`src/rtl/fifo_pkg.sv`:
```
// Shared definitions for the FIFO read-side packer: FSM encodings,
// default lane width and a constant-function log2 for counter sizing.
package fifo_pkg;

    localparam logic [1:0] FILL  = 2'd0;
    localparam logic [1:0] DRAIN = 2'd1;

    typedef enum logic [1:0] {
        ST_FILL  = FILL,
        ST_DRAIN = DRAIN
    } rd_state_t;

    localparam int DEFAULT_WIDTH = 8;

    // Bits needed to hold values 0 .. value-1 (at least 1).
    function automatic int clog2(input int value);
        int bits;
        bits = 0;
        for (int i = 0; i < 31; i++) begin
            if ((1 << i) < value) begin
                bits = i + 1;
            end
        end
        return (bits < 1) ? 1 : bits;
    endfunction

endpackage

```
`src/rtl/fifo_rd_packer_acc.sv`:
```
// Lane accumulator: tracks the pop in flight, drops landing data into
// lane[lane_cnt] and exposes a merged view that already includes a lane
// landing this cycle, so the top can emit on the same edge it lands.
module fifo_rd_packer_acc
    import fifo_pkg::*;
#(
    parameter int WIDTH = DEFAULT_WIDTH,
    parameter int PACK  = 4,
    parameter int CW    = 3
) (
    input  logic                   clk_i,
    input  logic                   rst_n_i,
    input  logic                   pop_i,
    input  logic                   clear_i,
    input  logic [WIDTH-1:0]       rdata_i,
    output logic [WIDTH*PACK-1:0]  lanes_o,
    output logic [CW-1:0]          lane_cnt_o,
    output logic                   inflight_o
);

    logic          inflight_reg;
    logic [CW-1:0] lane_cnt_reg;

    // A pop issued this cycle returns data on the next one.
    always_ff @(posedge clk_i or negedge rst_n_i) begin
        if (!rst_n_i) begin
            inflight_reg <= 1'b0;
        end else begin
            inflight_reg <= pop_i;
        end
    end

    // Lane count: an emit takes every buffered lane, including one landing now.
    always_ff @(posedge clk_i or negedge rst_n_i) begin
        if (!rst_n_i) begin
            lane_cnt_reg <= '0;
        end else if (clear_i) begin
            lane_cnt_reg <= '0;
        end else if (inflight_reg) begin
            lane_cnt_reg <= lane_cnt_reg + 1'b1;
        end
    end

    generate
        for (genvar gi = 0; gi < PACK; gi++) begin : g_lane
            logic [WIDTH-1:0] lane_reg;
            logic             land_here;

            assign land_here = inflight_reg && (lane_cnt_reg == CW'(gi));

            // Capture landing data into this lane when it is the next free slot.
            always_ff @(posedge clk_i or negedge rst_n_i) begin
                if (!rst_n_i) begin
                    lane_reg <= '0;
                end else if (land_here) begin
                    lane_reg <= rdata_i;
                end
            end

            assign lanes_o[gi*WIDTH +: WIDTH] = land_here ? rdata_i : lane_reg;
        end
    endgenerate

    assign lane_cnt_o = lane_cnt_reg;
    assign inflight_o = inflight_reg;

endmodule

```
`src/rtl/fifo_rd_packer.sv`:
```
// Read-side FIFO consumer: packs PACK lanes of WIDTH bits into one word
// on a valid/ready stream, emitting partial words (with keep mask) on an
// idle timeout or on flush_i. Never pops an empty FIFO.
// Optional: define FIFO_RD_PACKER_PARITY_EN to add m_par_o (per-lane even
// parity, registered with m_data_o, zero for unkept lanes).
module fifo_rd_packer
    import fifo_pkg::*;
#(
    parameter int WIDTH   = DEFAULT_WIDTH,
    parameter int PACK    = 4,
    parameter int TIMEOUT = 16
) (
    input  logic                   clk_i,
    input  logic                   rst_n_i,
    output logic                   rd_en_o,
    input  logic [WIDTH-1:0]       rdata_i,
    input  logic                   empty_i,
    input  logic                   flush_i,
    output logic                   m_valid_o,
    input  logic                   m_ready_i,
    output logic [WIDTH*PACK-1:0]  m_data_o,
    output logic [PACK-1:0]        m_keep_o
`ifdef FIFO_RD_PACKER_PARITY_EN
    ,
    output logic [PACK-1:0]        m_par_o
`endif
);

    localparam int CW = clog2(PACK + 1);
    localparam int IW = clog2(TIMEOUT + 1);

    logic [WIDTH*PACK-1:0] lanes;
    logic [CW-1:0]         lane_cnt;
    logic                  inflight;
    logic [CW-1:0]         cnt_eff;

    rd_state_t             state_reg, state_next;
    logic [IW-1:0]         idle_cnt_reg;
    logic                  m_valid_reg;
    logic [WIDTH*PACK-1:0] m_data_reg;
    logic [PACK-1:0]       m_keep_reg;

    logic                  flush_pend;
    logic                  out_free;
    logic                  timed_out;
    logic                  emit_full;
    logic                  emit_part;
    logic                  emit;
    logic [WIDTH*PACK-1:0] data_next;
    logic [PACK-1:0]       keep_next;
    logic [PACK-1:0]       par_next;

    fifo_rd_packer_acc #(
        .WIDTH (WIDTH),
        .PACK  (PACK),
        .CW    (CW)
    ) u_acc (
        .clk_i      (clk_i),
        .rst_n_i    (rst_n_i),
        .pop_i      (rd_en_o),
        .clear_i    (emit),
        .rdata_i    (rdata_i),
        .lanes_o    (lanes),
        .lane_cnt_o (lane_cnt),
        .inflight_o (inflight)
    );

    // Lanes held plus the one landing this cycle.
    assign cnt_eff    = lane_cnt + CW'(inflight);
    assign flush_pend = (state_reg == ST_DRAIN);
    assign out_free   = !m_valid_reg || m_ready_i;
    assign timed_out  = (idle_cnt_reg == IW'(TIMEOUT));
    assign emit_full  = out_free && (cnt_eff == CW'(PACK));
    assign emit_part  = out_free && (flush_pend || timed_out) && (lane_cnt != '0) && !inflight;
    assign emit       = emit_full || emit_part;

    // Pop only when space remains for the returning lane; reset holds it low.
    assign rd_en_o = rst_n_i && !empty_i && !flush_pend && (cnt_eff < CW'(PACK));

    generate
        for (genvar gi = 0; gi < PACK; gi++) begin : g_out
            assign keep_next[gi]                = (CW'(gi) < cnt_eff);
            assign data_next[gi*WIDTH +: WIDTH] = keep_next[gi] ? lanes[gi*WIDTH +: WIDTH] : '0;
            assign par_next[gi]                 = keep_next[gi] & (^lanes[gi*WIDTH +: WIDTH]);
        end
    endgenerate

    // FSM state register; DRAIN doubles as the flush-pending flag.
    always_ff @(posedge clk_i or negedge rst_n_i) begin
        if (!rst_n_i) begin
            state_reg <= ST_FILL;
        end else begin
            state_reg <= state_next;
        end
    end

    // Next state: a flush with data buffered parks in DRAIN until the emit.
    always_comb begin
        state_next = state_reg;
        case (state_reg)
            ST_FILL: begin
                if (flush_i && (cnt_eff != '0) && !emit) begin
                    state_next = ST_DRAIN;
                end
            end
            ST_DRAIN: begin
                if (emit || (cnt_eff == '0)) begin
                    state_next = ST_FILL;
                end
            end
            default: state_next = ST_FILL;
        endcase
    end

    // Idle counter: runs only with a settled partial word, saturates at TIMEOUT.
    always_ff @(posedge clk_i or negedge rst_n_i) begin
        if (!rst_n_i) begin
            idle_cnt_reg <= '0;
        end else if (emit || inflight) begin
            idle_cnt_reg <= '0;
        end else if ((lane_cnt != '0) && !timed_out) begin
            idle_cnt_reg <= idle_cnt_reg + 1'b1;
        end
    end

    // Output register: load on emit, drop valid once accepted.
    always_ff @(posedge clk_i or negedge rst_n_i) begin
        if (!rst_n_i) begin
            m_valid_reg <= 1'b0;
            m_data_reg  <= '0;
            m_keep_reg  <= '0;
        end else if (emit) begin
            m_valid_reg <= 1'b1;
            m_data_reg  <= data_next;
            m_keep_reg  <= keep_next;
        end else if (m_ready_i) begin
            m_valid_reg <= 1'b0;
        end
    end

    assign m_valid_o = m_valid_reg;
    assign m_data_o  = m_data_reg;
    assign m_keep_o  = m_keep_reg;

`ifdef FIFO_RD_PACKER_PARITY_EN
    logic [PACK-1:0] m_par_reg;

    // Parity travels with the data word.
    always_ff @(posedge clk_i or negedge rst_n_i) begin
        if (!rst_n_i) begin
            m_par_reg <= '0;
        end else if (emit) begin
            m_par_reg <= par_next;
        end
    end

    assign m_par_o = m_par_reg;
`else
    logic unused_par;
    assign unused_par = ^par_next;
`endif

endmodule

```
`config.mk`:
```
export PLATFORM = sky130hd
export DESIGN_NAME = fifo_rd_packer
export DESIGN_NICKNAME = d
export VERILOG_FILES = /design/src/rtl/fifo_pkg.sv /design/src/rtl/fifo_rd_packer_acc.sv /design/src/rtl/fifo_rd_packer.sv
export SDC_FILE = /design/constraint.sdc
export NUM_CORES = 1
export LEC_CHECK = 0
export CORE_ASPECT_RATIO = 2
export CORE_MARGIN = 5
export CORE_UTILIZATION = 58
export CTS_CLUSTER_SIZE = 10
export DETAILED_ROUTE_END_ITERATION = 12
export PLACE_DENSITY = 0.89
export SLEW_MARGIN = 20
export SYNTH_ARGS = -nofsm -noshare
export SYNTH_HDL_FRONTEND = slang
export SYNTH_HIERARCHICAL = 1
export SYNTH_SLANG_ARGS = --single-unit
```
`constraint.sdc`:
```
create_clock -name clk_i -period 4.7 [get_ports clk_i]
set_input_delay 0.705 -clock clk_i [delete_from_list [all_inputs] [get_ports clk_i]]
set_output_delay 0.705 -clock clk_i [all_outputs]
set_load 0.01 [all_outputs]
```
==> metrics.md, run 1 <==
| Metric | Value |
|---|---|
| Status | complete, no violations |
| Critical path launch point type | flop |
| Final Total Pwr | between 3 and 4 mW |
| Clk slew on worst S/H paths | about 0.060 ns |
| Setup violations, final | 0 |
| Fin. Hold Viols | 0 |
| NumNets Final | approximately 350 |
| Placed cell count | 381 |
| Syn_nets | just under 300 |
| DR iter-0 viols | 80 |
| Sequential fraction of the synthesis area | 0.572 |
| Seq. cell area | just under 2000 sq um |
| Slew HR | 0.432 |
| First-pass GRT wire length | 12,200 microns |
| Fmax achieved | ~280 MHz |
| Slew Limit Fails | 0 |
| DR pass1 iterations | 4 |
| Yosys reg bits | 79 |
| Cell family with most CP delay | buffers and inverters |
| Warnings, synthesis | 6 |
| TNS Setup | 0 ns |
| Root Driver | clkbuf_16 |
| Area Growth Syn to Fin | 24.4% |
| Worst path max stage delay | 0.64 ns |
| Worst path cell trace | ha_1 > ha_1 > xor2_1 > buf_4 > nor4b_1 > clkdlybuf4s50_1 |
| CTS resizes | 0 |
| CTS tree | built |
| Post-route clock period utilization | 0.765 |
| Vias per cell | ~5.5 |
| CP dominant cell by count | ha_1 |
| Row count | 39 |
| Detailed placer's ending HPWL | 4910 microns |
| CTS Buffer Depth | 2 |
| Clock sinks | 79 |
| Top FF cell, synth | dfrtp_1 |
| Via Count | about 2,200 |
| Syn Area/Cell | 12.6 sq um |
| Core box area | approximately 5800 sq um |
| Setup crit end kind | primary output |
| Fin area | around 4300 sq um |
| GRT overflow | 0 |
| Min cycle time layout | roughly 3.6 ns |
| Avg WL per Cell | around 18 microns |
| Cts hold-fix bufs | 0 |
| Die Width | roughly 65 microns |
| Synthesized instance count | 275 |
| Clock latency on the worst-skew pair | ~0.33 ns |
| Finished Layout Cells | about 400 |
| CP Buf/Inv Count | 2 |
| Setup bufs post-CTS | 0 |
| Async set or reset register ratio after synthesis | 1.00 |
| Max_cap viols | 0 |
| DRT Wirelength | 7130 microns |
| Hold/Removal Path Class | input port to asynchronous set/reset pin |
| DRT antenna net count | 0 |
| Cell area after synthesis | around 3500 sq um |
| Routability cong. | roughly 0.73 |
| Fin util | 0.747 |
| Data arrival, critical path | a little under 3 ns |
| Worst clock skew | 0.00700 ns |
| Worst slew pin tran | roughly 0.85 ns |
| CTS H-Tree Depth | 3 |
| Placed Area | between 4000 and 5000 sq um |
| RSZ-0062 raised after global routing | no |
| Total GRT Usage | 0.213 |
| Die ar. | roughly 7700 sq um |
| Final WS setup | around 1.1 ns |
| Antenna cells | 0 |
| CP required | about 4 ns |
| Vias in the first global route | around 2,400 |
| IO buf count | 50 |
| EDFF count, synth | 0 |
| CTS Buf Count | 9 |
| Multi-input gate area | between 1000 and 1500 sq um |
| Remaining DRCs | 0 |
| Setup Crit Path Kind | flop to primary output |
| Fill count | about 400 |
| PwrDens | ~710 nW/um^2 |
| Setup WS pre-CTS | 1.52 ns |
| Worst Path Max Fanout | 15 |
| Die Y | 119 microns |
| Initial antenna violation count | 0 |
| Largest net degree at the start of global routing | 65 |
| Worst IR Drop VDD | roughly 0.48 mV |
| Layout cells sized above 1 | 0.185 |
| Pleak | approximately 2 nW |
| Starting density of the core | 0.600 |
| Post-synth cell types | 31 |
| Ports | around 50 |
| Slowest stage cell, crit path | clkdlybuf4s50_1 |
| Min Hold Slack | roughly 0.23 ns |
-- cell type report --
| class | count | area share |
|---|---|---|
| flip-flops and latches | 79 | 0.460 |
| multi-input cells | 149 | 0.297 |
| repair buffers | 54 | 0.123 |
| clock buffers | 12 | 0.0597 |
| inverters | 38 | 0.0332 |
| well taps | 61 | 0.0178 |
| clock inverters | 3 | 0.00990 |
-- cell usage in the layout, fill, tap and decap left out --
cell type	n
mux2_2	35
clkdlybuf4s50_1	49
ha_1	9
clkbuf_8	2
and4bb_2	1
xor2_1	3
bufinv_16	1
clkinvlp_4	1
o211ai_2	1
nor2_1	6
nand2_2	1
o21ai_0	1
nor3b_1	1
or3_1	1
clkbuf_16	9
nor2b_1	1
nand3b_4	3
nand4_1	2
a211oi_1	1
nor3_1	6
mux2_1	1
clkinv_2	1
or2_2	1
clkbuf_1	1
nor4b_1	1
nand2_1	33
dfrtp_1	79
mux2i_1	34
nand2b_1	1
inv_1	38
xnor2_1	3
nand3b_1	1
a21o_1	1
buf_4	5
a21oi_4	1
-- path summary, 6_finish.rpt --
check / from / to / slack (ns) / cells after the start
setup / recovery: u_acc/inflight_o / rd_en_o / 1.11 / 6
hold / removal: rst_n_i / m_data_o[9] / 0.23 / 1
setup reg to reg: u_acc/inflight_o / m_data_o[10] / 1.59 / 8
hold reg to reg: u_acc/g_lane[1].lane_reg[3] / u_acc/g_lane[1].lane_reg[3] / 0.49 / 1
max in group asynchronous: rst_n_i / idle_cnt_reg[4] / 3.43 / 2
min in group clk_i: u_acc/g_lane[1].lane_reg[3] / u_acc/g_lane[1].lane_reg[3] / 0.49 / 1
-- power breakdown --
part,internal [mW],switching (mW),leakage (nW)
Clock,0.436,0.253,0.145
Combinational,0.628,0.604,0.853
Sequential,0.975,0.150,0.990
Total,2.04,1.01,1.99
-- routing by layer --
| metal | part of all wire | global-route usage | vias up |
|---|---|---|---|
| met5 | 0 | 0 | - |
| met4 | 0.046 | 0.127 | 0 |
| met3 | 0.033 | 0.0612 | 21 |
| met2 | 0.53 | 0.347 | 50 |
| met1 | 0.39 | 0.246 | 1102 |
| li1 | - | - | 1006 |
-- logic make-up (layout without fill, tap and decap cells) --
logic type      after synthesis  after routing  synth area share
simple gates                 59             59            0.0916
compound gates                5              5            0.0141
buf+inv                      47            107            0.0587
fa+ha+maj                     9              9            0.0326
flops                        79             79             0.572
xor+xnor                      6              6            0.0152
mux                          70             70             0.216
-- synthesized netlist by cell type (2+ instances only) --
cell type  count  area (sq um)
buf_1          3          11.3
buf_4          3          22.5
buf_6          2          22.5
dfrtp_1       79          1980
ha_1           9           113
inv_1         38           143
mux2_2        35           394
mux2i_1       34           340
nand2_1       33           124
nand3b_4       3          60.1
nand4_1        2          12.5
nor2_1         6          22.5
nor3_1         6          30.0
xnor2_1        3          26.3
xor2_1         3          26.3
No activity file was read; power rests on OpenSTA's default activity.
==> run 2: changes to the inputs <==
- CORE_UTILIZATION: 58 -> 49
- PLACE_DENSITY: 0.89 -> 0.8
- clock period: 4.7 -> 3.1 ns (I/O delays scaled with it)
==> metrics.md, run 2 (synthesis results as in run 1) <==
| Metric | Value |
|---|---|
| Avg WL per Cell | around 17 microns |
| Row count | between 40 and 50 |
| First-pass GRT wire length | around 12,000 microns |
| Ports | between 50 and 60 |
| Post-route clock period utilization | 0.927 |
| Worst slew pin tran | ~0.58 ns |
| Clock sinks | just under 80 |
| Routability cong. | between 0.7 and 0.8 |
| Worst Path Max Fanout | 7 |
| PwrDens | roughly 1100 nW/um^2 |
| Data arrival, critical path | approximately 2.4 ns |
| Setup bufs post-CTS | 0 |
| Min cycle time layout | around 2.9 ns |
| CP required | between 2 and 3 ns |
| CTS Buf Count | 9 |
| Detailed placer's ending HPWL | roughly 5100 microns |
| Fmax achieved | ~350 MHz |
| NumNets Final | ~360 |
| CTS tree | built |
| DRT antenna net count | 0 |
| Most frequent cells in the layout | dfrtp_1, clkdlybuf4s50_1, inv_1 |
| Most common cell after layout, fill and taps aside | dfrtp_1 |
| DRT Wirelength | 7100 microns |
| RSZ-0062 raised after global routing | no |
| TNS Setup | 0 ns |
| CTS Buffer Depth | 2 |
| Remaining DRCs | 0 |
| Starting density of the core | 0.502 |
| Reg-to-Reg Start | u_acc/lane_cnt_o[0] |
| Via Count | between 2,000 and 2,500 |
| Slew Limit Fails | 0 |
| Layout cells sized above 1 | 0.189 |
| Die Width | 69.4 microns |
| Setup Crit Path Kind | flop to primary output |
| Reg2Reg Depth | 8 |
| Area Growth Syn to Fin | 27.0% |
| Cts hold-fix bufs | 0 |
| Worst clock skew | approximately 0.0039 ns |
| Slew HR | 0.612 |
| Placed Area | between 4000 and 5000 sq um |
| Die ar. | around 8900 sq um |
| GRT overflow | 0 |
| Largest net degree at the start of global routing | 48 |
| Clock latency on the worst-skew pair | 0.33 ns |
| IO buf count | 50 |
| Pleak | slightly above 2 nW |
| Antenna cells | 0 |
| Vias in the first global route | ~2,400 |
| R2R Setup Slk | 0.54 ns |
| Vias per cell | roughly 5.1 |
| Status | complete, no violations |
| DR pass1 iterations | 4 |
| Setup crit end kind | primary output |
| Die Y | 129 microns |
| Max_cap viols | 0 |
| Initial antenna violation count | 0 |
| Setup violations, final | 0 |
| Hold/Removal Path Class | input port to asynchronous set/reset pin |
| Fin area | 4390 sq um |
| Worst IR Drop VDD | ~0.57 mV |
| Total GRT Usage | 0.175 |
| Root Driver | clkbuf_16 |
| Fin. Hold Viols | 0 |
| Core box area | 6890 sq um |
| Clk slew on worst S/H paths | about 0.060 ns |
| DR iter-0 viols | 65 |
| CTS H-Tree Depth | 3 |
| Worst reg2reg path endpoint | m_data_o[28] |
| Critical path launch point type | flop |
| CTS resizes | 0 |
| Fill count | ~560 |
==> run 2: cell types whose count changed in the layout (fill, tap and decap cells not counted), sizes merged <==
cell	delta
buf	+2
clkbuf	+1
bufinv	+1
clkinvlp	-1
==> run 2: final cells by class <==
| type | count | area, sq um | share of cell area |
|---|---|---|---|
| well taps | 90 | 113 | 0.0257 |
| flip-flops and latches | 79 | 1980 | 0.450 |
| inverters | 38 | 143 | 0.0325 |
| clock inverters | 3 | 65.1 | 0.0148 |
| multi-input cells | 149 | 1280 | 0.291 |
| repair buffers | 56 | 556 | 0.127 |
| clock buffers | 13 | 260 | 0.0593 |
==> run 2: metal layers <==
layer | vias up | GRT usage | share of wire
met5 | - | 0 | 0
met2 | 37 | 0.303 | 0.55
met3 | 16 | 0.0375 | 0.027
met1 | 1113 | 0.194 | 0.38
met4 | 0 | 0.109 | 0.039
li1 | 1018 | - | -
==> run 2: worst max-delay path by stage <==
stage	start	end	slack, ns
after floorplan	u_acc/lane_cnt_o[0]	rd_en_o	0.90
after global placement	u_acc/lane_cnt_o[0]	rd_en_o	0.62
after detailed placement	u_acc/lane_cnt_o[0]	rd_en_o	0.58
after CTS	u_acc/lane_cnt_o[0]	rd_en_o	0.20
after global routing	u_acc/lane_cnt_o[0]	rd_en_o	0.05
final	u_acc/lane_cnt_o[0]	rd_en_o	0.23
==> run 2: metrics by stage <==
step / cells / total power [mW] / hold slack (ns) / utilization / setup slack [ns]
6_report: 428 / 4.72 / 0.203 / 0.637 / 0.226
5_1_grt: 428 / 5.03 / 0.232 / 0.637 / 0.0482
4_1_cts: 428 / 4.77 / 0.214 / 0.637 / 0.204
3_5_place_dp: 412 / 3.61 / 0.482 / 0.590 / 0.579
3_3_place_gp: 412 / 3.55 / 0.477 / 0.590 / 0.619
2_1_floorplan: 275 / 2.89 / 0.169 / - / 0.897
==> run 2: power by group <==
group	switching [mW]	internal, mW
Sequential	0.217	1.48
Combinational	0.920	0.973
Clock	0.383	0.748
==> run 2: critical path, stage by stage (launching register included) <==
cell             delay (ns)
dfrtp_1                0.45
ha_1                   0.25
ha_1                   0.20
xor2_1                 0.16
nor4b_1                0.39
clkdlybuf4s50_1        0.63
